[config.mk]
export PLATFORM = sky130hd
export DESIGN_NAME = seq_input_capture
export DESIGN_NICKNAME = d
export VERILOG_FILES = /design/src/rtl/seq_input_capture_pkg.sv /design/src/rtl/seq_input_capture_btn_sync_debounce.sv /design/src/rtl/seq_input_capture.sv
export SDC_FILE = /design/constraint.sdc
export NUM_CORES = 1
export LEC_CHECK = 0
export ABC_CLOCK_PERIOD_IN_PS = 3100
export CAP_MARGIN = 25
export CORE_ASPECT_RATIO = 0.8
export CORE_MARGIN = 2
export CORE_UTILIZATION = 40
export DETAILED_ROUTE_END_ITERATION = 10
export GPL_TIMING_DRIVEN = 1
export PLACE_DENSITY_LB_ADDON = 0.25
export SYNTH_ARGS = -nofsm -noshare
export SYNTH_HDL_FRONTEND = slang
export SYNTH_SLANG_ARGS = --single-unit
[constraint.sdc]
create_clock -name clk -period 3.1 [get_ports clk]
set_input_delay 0.93 -clock clk [delete_from_list [all_inputs] [get_ports clk]]
set_output_delay 0.93 -clock clk [all_outputs]
set_load 0.005 [all_outputs]
[src/rtl/seq_input_capture_pkg.sv]
`default_nettype none
// +----------------------------------------------------------------------+
// | seq_input_capture_pkg                                                |
// | Shared state encoding, defaults and button-pattern helpers.          |
// | Rev 1.0                                                              |
// +----------------------------------------------------------------------+
package seq_input_capture_pkg;

    localparam int N_BTN_DEF = 8;
    localparam int DEPTH_DEF = 16;
    // Helpers take a fixed-width vector; callers zero-extend their pattern.
    localparam int MAX_BTN   = 64;

    localparam int STATE_W = 3;
    localparam logic [STATE_W-1:0] S_IDLE     = 3'd0;
    localparam logic [STATE_W-1:0] S_WAIT_REL = 3'd1;
    localparam logic [STATE_W-1:0] S_ARMED    = 3'd2;
    localparam logic [STATE_W-1:0] S_HELD     = 3'd3;
    localparam logic [STATE_W-1:0] S_DONE     = 3'd4;

    function automatic logic [5:0] onehot_to_idx(input logic [MAX_BTN-1:0] v);
        logic [5:0] idx;
        idx = '0;
        for (int i = 0; i < MAX_BTN; i++) begin
            if (v[i]) idx = 6'(i);
        end
        return idx;
    endfunction

    // True when more than one bit is set.
    function automatic logic multi_hot(input logic [MAX_BTN-1:0] v);
        return (v & (v - 64'd1)) != '0;
    endfunction

endpackage
`default_nettype wire

[src/rtl/seq_input_capture_btn_sync_debounce.sv]
`default_nettype none
// +----------------------------------------------------------------------+
// | btn_sync_debounce                                                    |
// | Two-flop synchroniser plus stable-pattern counter for a button bank. |
// | Rev 1.0                                                              |
// +----------------------------------------------------------------------+
module btn_sync_debounce #(
    parameter int N_BTN   = 8,
    parameter int DEB_CYC = 4
) (
    input  logic             clk,
    input  logic             rst,
    input  logic [N_BTN-1:0] btn,
    output logic [N_BTN-1:0] sbtn,
    output logic [N_BTN-1:0] pattern,
    output logic             stable
);

    localparam int CNT_W = $clog2(DEB_CYC + 1);
    localparam logic [CNT_W-1:0] CNT_MAX = CNT_W'(DEB_CYC);

    logic [N_BTN-1:0] r_meta;
    logic [N_BTN-1:0] r_sync;
    logic [N_BTN-1:0] r_prev;
    logic [CNT_W-1:0] r_cnt;

    // The reported pattern is the delayed copy the counter has been tracking,
    // so a fresh change never borrows the old pattern's saturated count.
    always_ff @(posedge clk or negedge rst) begin
        if (!rst) begin
            r_meta <= '0;
            r_sync <= '0;
            r_prev <= '0;
            r_cnt  <= '0;
        end else begin
            r_meta <= btn;
            r_sync <= r_meta;
            r_prev <= r_sync;
            if (r_sync != r_prev)
                r_cnt <= '0;
            else if (r_cnt != CNT_MAX)
                r_cnt <= r_cnt + CNT_W'(1);
        end
    end

    assign sbtn    = r_sync;
    assign pattern = r_prev;
    assign stable  = (r_cnt == CNT_MAX);

endmodule
`default_nettype wire

[src/rtl/seq_input_capture.sv]
`default_nettype none
// +----------------------------------------------------------------------+
// | seq_input_capture                                                    |
// | Debounced single-button press capture into an addressable buffer.   |
// | Rev 1.0                                                              |
// +----------------------------------------------------------------------+
module seq_input_capture
    import seq_input_capture_pkg::*;
#(
    parameter int N_BTN   = N_BTN_DEF,
    parameter int IDX_W   = $clog2(N_BTN),
    parameter int DEPTH   = DEPTH_DEF,
    parameter int LEN_W   = $clog2(DEPTH + 1),
    parameter int DEB_CYC = 4
) (
    input  logic                     clk,
    input  logic                     rst,
    input  logic                     enable,
    input  logic                     clear,
    input  logic [LEN_W-1:0]         target_len,
    input  logic [N_BTN-1:0]         btn,
    input  logic [$clog2(DEPTH)-1:0] rd_addr,
    output logic [IDX_W-1:0]         rd_data,
    output logic [LEN_W-1:0]         count,
    output logic                     press_valid,
    output logic [IDX_W-1:0]         press_idx,
    output logic                     multi_err,
    output logic                     done
);

    localparam int ADDR_W = $clog2(DEPTH);

    logic [N_BTN-1:0]   w_sbtn;
    logic [N_BTN-1:0]   w_pattern;
    logic               w_stable;
    logic [LEN_W-1:0]   w_tgt;
    logic               w_released;

    logic [STATE_W-1:0] r_state;
    logic [LEN_W-1:0]   r_tgt;
    logic [LEN_W-1:0]   r_count;
    logic [IDX_W-1:0]   r_cur;
    logic [IDX_W-1:0]   r_press_idx;
    logic               r_rej;
    logic               r_press_valid;
    logic               r_multi_err;
    logic [IDX_W-1:0]   r_buf [DEPTH];

    btn_sync_debounce #(
        .N_BTN   (N_BTN),
        .DEB_CYC (DEB_CYC)
    ) u_sync_deb (
        .clk     (clk),
        .rst     (rst),
        .btn     (btn),
        .sbtn    (w_sbtn),
        .pattern (w_pattern),
        .stable  (w_stable)
    );

    always_comb begin
        w_tgt = target_len;
        if (target_len == '0)
            w_tgt = LEN_W'(1);
        else if (target_len > LEN_W'(DEPTH))
            w_tgt = LEN_W'(DEPTH);
    end

    assign w_released = w_stable && (w_pattern == '0);

    always_ff @(posedge clk or negedge rst) begin
        if (!rst) begin
            r_state       <= S_IDLE;
            r_tgt         <= LEN_W'(1);
            r_count       <= '0;
            r_cur         <= '0;
            r_press_idx   <= '0;
            r_rej         <= 1'b0;
            r_press_valid <= 1'b0;
            r_multi_err   <= 1'b0;
            for (int i = 0; i < DEPTH; i++) r_buf[i] <= '0;
        end else begin
            r_press_valid <= 1'b0;
            r_multi_err   <= 1'b0;
            if (clear) begin
                r_count <= '0;
                r_rej   <= 1'b0;
                r_state <= S_IDLE;
            end else begin
                case (r_state)
                    S_IDLE: begin
                        if (enable) begin
                            r_tgt   <= w_tgt;
                            // Resuming with a smaller target than already stored finishes at once.
                            r_state <= (r_count >= w_tgt) ? S_DONE : S_WAIT_REL;
                        end
                    end
                    S_WAIT_REL: begin
                        if (!enable)
                            r_state <= S_IDLE;
                        else if (w_released)
                            r_state <= S_ARMED;
                    end
                    S_ARMED: begin
                        if (!enable) begin
                            r_state <= S_IDLE;
                        end else if (w_stable && (w_pattern != '0)) begin
                            r_rej   <= multi_hot(MAX_BTN'(w_pattern));
                            r_cur   <= IDX_W'(onehot_to_idx(MAX_BTN'(w_pattern)));
                            r_state <= S_HELD;
                        end
                    end
                    S_HELD: begin
                        if (!enable) begin
                            r_rej   <= 1'b0;
                            r_state <= S_IDLE;
                        end else if (w_released) begin
                            r_rej <= 1'b0;
                            if (r_rej) begin
                                r_multi_err <= 1'b1;
                                r_state     <= S_ARMED;
                            end else begin
                                r_buf[r_count[ADDR_W-1:0]] <= r_cur;
                                r_count       <= r_count + LEN_W'(1);
                                r_press_valid <= 1'b1;
                                r_press_idx   <= r_cur;
                                r_state       <= (r_count + LEN_W'(1) == r_tgt) ? S_DONE : S_ARMED;
                            end
                        end else if (multi_hot(MAX_BTN'(w_sbtn))) begin
                            r_rej <= 1'b1;
                        end
                    end
                    S_DONE: begin
                    end
                    default: r_state <= S_IDLE;
                endcase
            end
        end
    end

    always_comb begin
        rd_data = '0;
        if (LEN_W'(rd_addr) < r_count)
            rd_data = r_buf[rd_addr];
    end

    assign count       = r_count;
    assign press_valid = r_press_valid;
    assign press_idx   = r_press_idx;
    assign multi_err   = r_multi_err;
    assign done        = (r_state == S_DONE);

endmodule
`default_nettype wire
# == Yosys cells after proc, flatten, opt, wreduce, memory -nomap -nowiden ==
# Cells that the tools add are included.
# totals
register_bits,97
# classes
n_eq_ne,17
muxes,52
bitwise_logic,6
reduce_logical,20
add_sub_neg,4
order_cmp,6
# ops
op,n
$and 8x64->64,2
$reduce_bool 64->1,2
$mux 3,23
$bwmux 48,1
$mux 5,7
$sub 8x1->9 const B,2
$mux 1,17
$pmux 3 s5,1
$bmux 3 s4,1
$demux 3 s4,1
$ne 3x3->1 const B,4
$ne 4x4->1 const B,3
$reduce_and 4->1,3
$ge 5x5->1 const B,2
$not 4->5,2
$reduce_and 5->1,2
$logic_not 8->1,1
$ne 8x8->1,1
$reduce_bool 2->1,4
$reduce_bool 8->1,1
$eq 3x2->1 const B,2
$eq 3x3->1 const B,2
$add 5x1->5 const B,1
$eq 5x5->1,1
15 further kinds,19

# == Depth between registers and ports, before layout ==
# Gate-level depths: netlist of the first run.
# depth
word_depth,8
depth_mapped,10

# == By module ==
# From an unflattened synthesis of the first run, not the netlist that was laid out.
# hier_totals
hier_cells,372
hier_area_um2,4810.9
# by_module_without_submodules
mod,cells_per_inst,area_per_inst_um2,instances
seq_input_capture,321,3961.3,1
btn_sync_debounce,51,849.6,1

# == Worst setup path before layout of the first run ==
# No wires, ideal clock.
# synth_timing
path_kind,input to output
start,input port rd_addr[0]
end,output port rd_data[0]
arrival_ps,2299
cell_stages,4
slack_ps,-129
cell_sequence,buf_2 > mux4_2 > mux4_2 > nor2b_1
# synth_between
elab_chain_len,5
# synth_lines
item,line,source
"start, declared",seq_input_capture.sv:22,"input logic [$clog2(DEPTH)-1:0] rd_addr,"
$not 4->5 (not written as such),seq_input_capture.sv:144,rd_data = r_buf[rd_addr];
$bmux 3 s4,seq_input_capture.sv:144,
$mux 3 (not written as such) (2 in series),seq_input_capture.sv:144,
$mux 3 *,seq_input_capture.sv:143,if (LEN_W'(rd_addr) < r_count)
"end, declared",seq_input_capture.sv:23,"output logic [IDX_W-1:0] rd_data,"
# Mark *: on every way between the ends. The rest lies on a longest branch, timed or not. The select of a mux whose other input is x is not followed.

# == Worst setup path in the final report of the first run ==
# layout_timing
start,input port rd_addr[0]
end,output port rd_data[2]
# Same word-level chain as after synthesis.

==> impl_metrics.yaml, run 1 <==
timing:
  slew_headroom_pct: 51.1
  setup_viol: 3
  worstMarginPinSlew_ns: 0.734
  fmax_mhz: 293
  slew_violations: 0
  fin_crit_ns: 3.41
  fin_crit_sh_pct: 110
  tns_ns: -0.842
  fin_ws_ns: -0.308
  rsz0062_at_grt: "yes"
  skew_ns: 0.00735
  hold_viol: 0
yosys:
  yosysTopAreaCellShare_pct: 51.5
  yosysUniqueCellTypes: 52
  synth_area_um2: 4660
  synth_edf_count: 0
  syn-num-nets: 415
  synth_area_leaders: "dfrtp_1, mux2_2, mux4_2"
  ys.flop_type: "dfrtp_1"
  yosys_warnings: 0
  seq_area_frac_synth_pct: 52.1
  ys_ff_latch: 97
  synth_cells: 380
  yosys.area.top_type: "dfrtp_1"
  synthArstFlopShare_pct: 100
  syn_area_per_cell_um2: 12.3
placed_design:
  io_buffers: 34
  hpwl_um: 6740
  dpl_cell_area_um2: 5270
  place_congestion: 0.798
global_route:
  grt_usage_pct: 16.4
  grt_pass1_vias: 3120
  gr-total-overflow: 0
  grt_pass1_wl_um: 16200
  antenna_found_initial: 0
  grt_max_degree: 73
min_path:
  hp-start: "u_sync_deb.r_meta[5]$_DFF_PN0_"
  hp-class: "register to register"
clock_tree:
  cts-root-buf: "clkbuf_16"
  clk_latency_ns: 0.34
  cts_max_level: 3
  cts_buffer_depth: 2
  ctsHoldBuffers: 0
  cts.clk_slew.worst_paths_ns: 0.07
  cts_buffers: 9
  cts_tree: "built"
  clock-sinks: 97
run_status:
  violations: "negative setup slack"
  status: "finished with violations"
final_layout:
  diodes: 0
  seq_area_um2: 2430
  drive_above_1_share_pct: 24.4
  utilization_pct: 49.5
  final_common_cell: "dfrtp_1"
  fin_nets: 465
  layout_common_cells: "dfrtp_1, nand2_1, mux2_2"
  post-route-cell-area_um2: 5650
  multiInputGateArea_um2: 2140
  syn2layout_area_growth_pct: 21.3
  nFillCells: 1008
power:
  peakVddDrop_v: 0.000234
  finalPower_uw: 2800
  p_leak_uw: 0.00253
  powerDensity_nw_per_um2: 496
critical_path:
  critPathLaunchType: "input pin"
  crit_type: "input pin to output port"
  crit_path_start: "rd_addr[0]"
  arrival_ns: 2.48
  path_max_fanout: 6
  r2r-start: "u_sync_deb.pattern[4]$_DFF_PN0_"
  cp_data_required_time_ns: 2.17
  worst_setup_path_end_kind: "output port"
floorplanning:
  num_io_pins: 35
  rows: 35
  die_y_um: 101
  die-area_um2: 12500
  die_x_um: 125
  coreArea_um2: 11400
  start_util_pct: 40.8
detailed_routing:
  drc: 0
  firstDrtPassIters: 4
  wl_per_cell_um: 16.7
  ant_nets: 0
  routed_wl_um: 9710
  viasPerCell: 5.36
  vias: 3127
  drt_iter0_drc: 250
run:
  cap_viol_max_count: 0
metrics by stage:
stage / setup slack, ns / hold slack, ns / instances
6_report: -0.308 / 0.349 / 583
5_1_grt: -0.353 / 0.354 / 583
4_1_cts: -0.320 / 0.351 / 582
3_5_place_dp: -1.04 / 0.335 / 563
3_3_place_gp: -1.00 / 0.332 / 563
2_1_floorplan: 0.0115 / 0.331 / 380
cells in the mapped netlist, drive strengths merged, types with 2 or more instances:
master  count
nand2b      4
clkbuf      8
nand3       7
nor4        4
xnor2       3
a21o        3
nor2b       7
mux2       51
nand2      43
or4         2
a211oi      2
o21ai      18
xor2       11
nor3        9
dfrtp      96
o211ai      4
mux4       15
ha         14
nand4       3
buf         5
inv        11
a31oi       5
nor3b       2
a21oi      11
or3         4
nor2       20
power by group:
group	leakage [uW]	internal, uW	switching, uW	total [uW]
registers	0.00129	1320	62.2	1380
clock network	0.000154	641	508	1150
logic	0.00109	136	137	273
total	0.00253	2100	707	2800
logic make-up after synthesis:
kind of cell / count (synthesis) / share of synthesized area (%)
multiplexers: 66 / 19.6
buffers and inverters: 25 / 2.25
AND/OR/NAND/NOR: 108 / 11.8
XOR/XNOR: 14 / 2.63
AO/OA/AOI/OAI: 55 / 7.70
adder cells (fa/ha/maj): 15 / 3.97
flip-flops: 97 / 52.1
metal layers:
layer / global-route usage, % / vias up / wire [um] / part of all wire, %
met4: 4.15 / 0 / 93 / 0.96
li1: - / 1469 / - / -
met2: 25.5 / 68 / 4380 / 45
met5: 0 / - / 0 / 0
met1: 23.4 / 1582 / 4830 / 50
met3: 3.98 / 8 / 410 / 4.2
path summary, 6_finish.rpt:
| kind | slack (ns) | depth (start not counted) | endpoint |
|---|---|---|---|
| max in group asynchronous | 1.92 | 2 | r_buf[28]$_DFFE_PN0P_ |
| min | 0.35 | 0 | u_sync_deb.sbtn[5]$_DFF_PN0_ |
| min in group asynchronous | 0.49 | 1 | r_tgt[3]$_DFFE_PN0P_ |
| max | -0.31 | 7 | rd_data[2] |
| max reg2reg | 0.71 | 7 | r_buf[14]$_DFFE_PN0P_ |
| min reg2reg | 0.35 | 0 | u_sync_deb.sbtn[5]$_DFF_PN0_ |
sequential cells by signal, indices dropped and copies added (netlist names):
register / cells
count: 5
multi_err: 1
press_idx: 3
press_valid: 1
r_buf: 48
r_cur: 3
r_rej: 1
r_state: 3
r_tgt: 5
u_sync_deb.pattern: 8
u_sync_deb.r_cnt: 3
u_sync_deb.r_meta: 8
u_sync_deb.sbtn: 8
critical path: stages:
cell and delay, ns:
buf_12 0.08, buf_12 0.12, buf_6 0.10, mux4_2 0.51, mux4_2 0.47, nor2b_4 0.14
buf_2 0.13
area by class of cell:
type	count	area share, %
flip-flops and latches	97	43.0
multi-input cells	258	37.8
repair buffers	52	9.67
clock buffers	9	3.98
well taps	148	3.28
clock inverters	7	1.53
inverters	12	0.797
what timing repair did:
action / in CTS / in global routing
hold endpoints to repair: 0 / 0
cloned: 1 / 0
resized for setup: 27 / 0
buffers inserted: 2 / 1
pin swaps: 0 / 0
endpoints found under the setup margin: 3 / 3
No activity file was read; power rests on OpenSTA's default activity.
==> run 2, diff against run 1 <==
Settings changed: CORE_MARGIN 2 to 5, GPL_TIMING_DRIVEN 1 to 0.
==> impl_metrics.yaml, run 2 (same netlist as run 1, synthesis figures left out) <==
final_layout:
  top_register: "r_buf"
  nFillCells: 994
  final_common_cell: "dfrtp_1"
  largest_reg_flops: 48
  drive_above_1_share_pct: 22.9
  layout_common_cells: "dfrtp_1, nand2_1, mux2_2"
  fin_nets: 463
  diodes: 0
  syn2layout_area_growth_pct: 19.6
  post-route-cell-area_um2: 5580
power:
  p_leak_uw: 0.00249
  internal_power_uw: 2030
  p_sw_uw: 755
  p_seq_share_pct: 49.1
  combPwrFrac_pct: 10.3
  pwr-share-clk_pct: 40.6
  powerDensity_nw_per_um2: 499
  peakVddDrop_v: 0.000250
  finalPower_uw: 2780
  switching_share_pct: 27.1
placed_design:
  place_congestion: 0.856
  hpwl_um: 7000
  dpl_cell_area_um2: 5210
  io_buffers: 33
global_route:
  grt_max_degree: 75
  gr-total-overflow: 0
  grt_pass1_vias: 3273
  antenna_found_initial: 0
  grt_usage_pct: 15.3
  grt_pass1_wl_um: 16600
timing:
  fin_ws_ns: -0.257
  timing.hold.ws_ns: 0.351
  worstMarginPinSlew_ns: 0.551
  setup_viol: 3
  slew_headroom_pct: 63.3
  fin_crit_ns: 3.36
  hold_viol: 0
  slew_violations: 0
  fin_crit_sh_pct: 108
  tns_ns: -0.762
  rsz0062_at_grt: "yes"
  fmax_mhz: 298
  skew_ns: 0.00504
floorplanning:
  die_y_um: 107
  die_x_um: 131
  start_util_pct: 40.6
  die-area_um2: 13900
  num_io_pins: 35
  rows: 35
  coreArea_um2: 11500
critical_path:
  cp_data_required_time_ns: 2.17
  path_delay_family: "multiplexers"
  worst_setup_path_end_kind: "output port"
  path_max_fanout: 5
  slowest_stage: "mux4_2"
  arrival_ns: 2.43
  crit_chain: "buf_12 -> buf_12 -> mux4_2 -> mux4_2 -> nor2b_4 -> buf_2"
  critPathLaunchType: "input pin"
  max_stage_delay_ns: 0.52
  crit_type: "input pin to output port"
  cp_num_buf_inv: 3
detailed_routing:
  wl_per_cell_um: 16.8
  drc: 0
  viasPerCell: 5.31
  firstDrtPassIters: 4
  routed_wl_um: 9750
  drt_iter0_drc: 235
  vias: 3086
  ant_nets: 0
run:
  cap_viol_max_count: 0
clock_tree:
  clk_latency_ns: 0.35
  cts-root-buf: "clkbuf_16"
  cts_buffers: 9
  cts_max_level: 3
  cts.clk_slew.worst_paths_ns: 0.07
  cts_tree: "built"
  clock-sinks: 97
  cts_buffer_depth: 2
  ctsHoldBuffers: 0
run_status:
  violations: "negative setup slack"
  status: "finished with violations"
min_path:
  hp-class: "register to register"
==> run 2: power by group through the flow <==
stage | clock network (uW) | registers [uW] | logic (uW)
floorplan | 0 | 1380 | 177
CTS | 1160 | 1370 | 287
detailed placement | 0 | 1390 | 275
finish | 1130 | 1370 | 286
global route | 1200 | 1380 | 322
global placement | 0 | 1390 | 263
==> run 2: timing repair <==
action	4_1_cts	5_1_grt
setup buffers	1	0
cloned	2	0
endpoints found under the setup margin	3	3
gates resized for setup	32	4
==> run 2: layer usage <==
metal | wire (um) | part of all wire [%] | track usage (%) | vias up
met5 | 0 | 0 | 0 | -
met2 | 4430 | 45 | 23.6 | 67
met3 | 423 | 4.3 | 3.52 | 15
met1 | 4770 | 49 | 21.7 | 1536
met4 | 134 | 1.4 | 4.41 | 0
li1 | - | - | - | 1468
==> run 2: worst paths after layout <==
kind	start	end	slack, ns	depth (start not counted)
worst max-delay path	rd_addr[0]	rd_data[2]	-0.26	6
worst min-delay path	u_sync_deb.r_meta[3]$_DFF_PN0_	u_sync_deb.sbtn[3]$_DFF_PN0_	0.35	0
worst max register to register	u_sync_deb.pattern[4]$_DFF_PN0_	r_buf[1]$_DFFE_PN0P_	0.61	6
worst min register to register	u_sync_deb.r_meta[3]$_DFF_PN0_	u_sync_deb.sbtn[3]$_DFF_PN0_	0.35	0
max in group asynchronous	rst	r_tgt[0]$_DFFE_PN1P_	1.95	2
min in group asynchronous	rst	r_state[1]$_DFFE_PN0P_	0.48	1
==> run 2: per-stage QoR <==
stage | setup slack (ns) | std cells | utilization [%]
6_report | -0.257 | 581 | 48.6
5_1_grt | -0.322 | 581 | 48.6
4_1_cts | -0.273 | 581 | 48.5
3_5_place_dp | -1.26 | 562 | 45.4
3_3_place_gp | -2.47 | 561 | 45.2
2_1_floorplan | 0.0115 | 380 | -
==> run 2: final cells by class <==
type	count	area [um2]	area share, %
repair buffers	37	387	6.93
plain buffers	13	86.3	1.55
clock inverters	7	81.3	1.46
clock buffers	9	225	4.04
flip-flops and latches	97	2430	43.5
multi-input cells	258	2140	38.3
well taps	148	185	3.32
inverters	12	45.0	0.808
==> run 2: worst reg2reg max path: cells and delay by family (launching register included) <==
family	cells	cell delay, ns
flip-flops	1	0.45
buffers and inverters	1	0.25
AND/OR/NAND/NOR	4	1.30
multiplexers	1	0.38
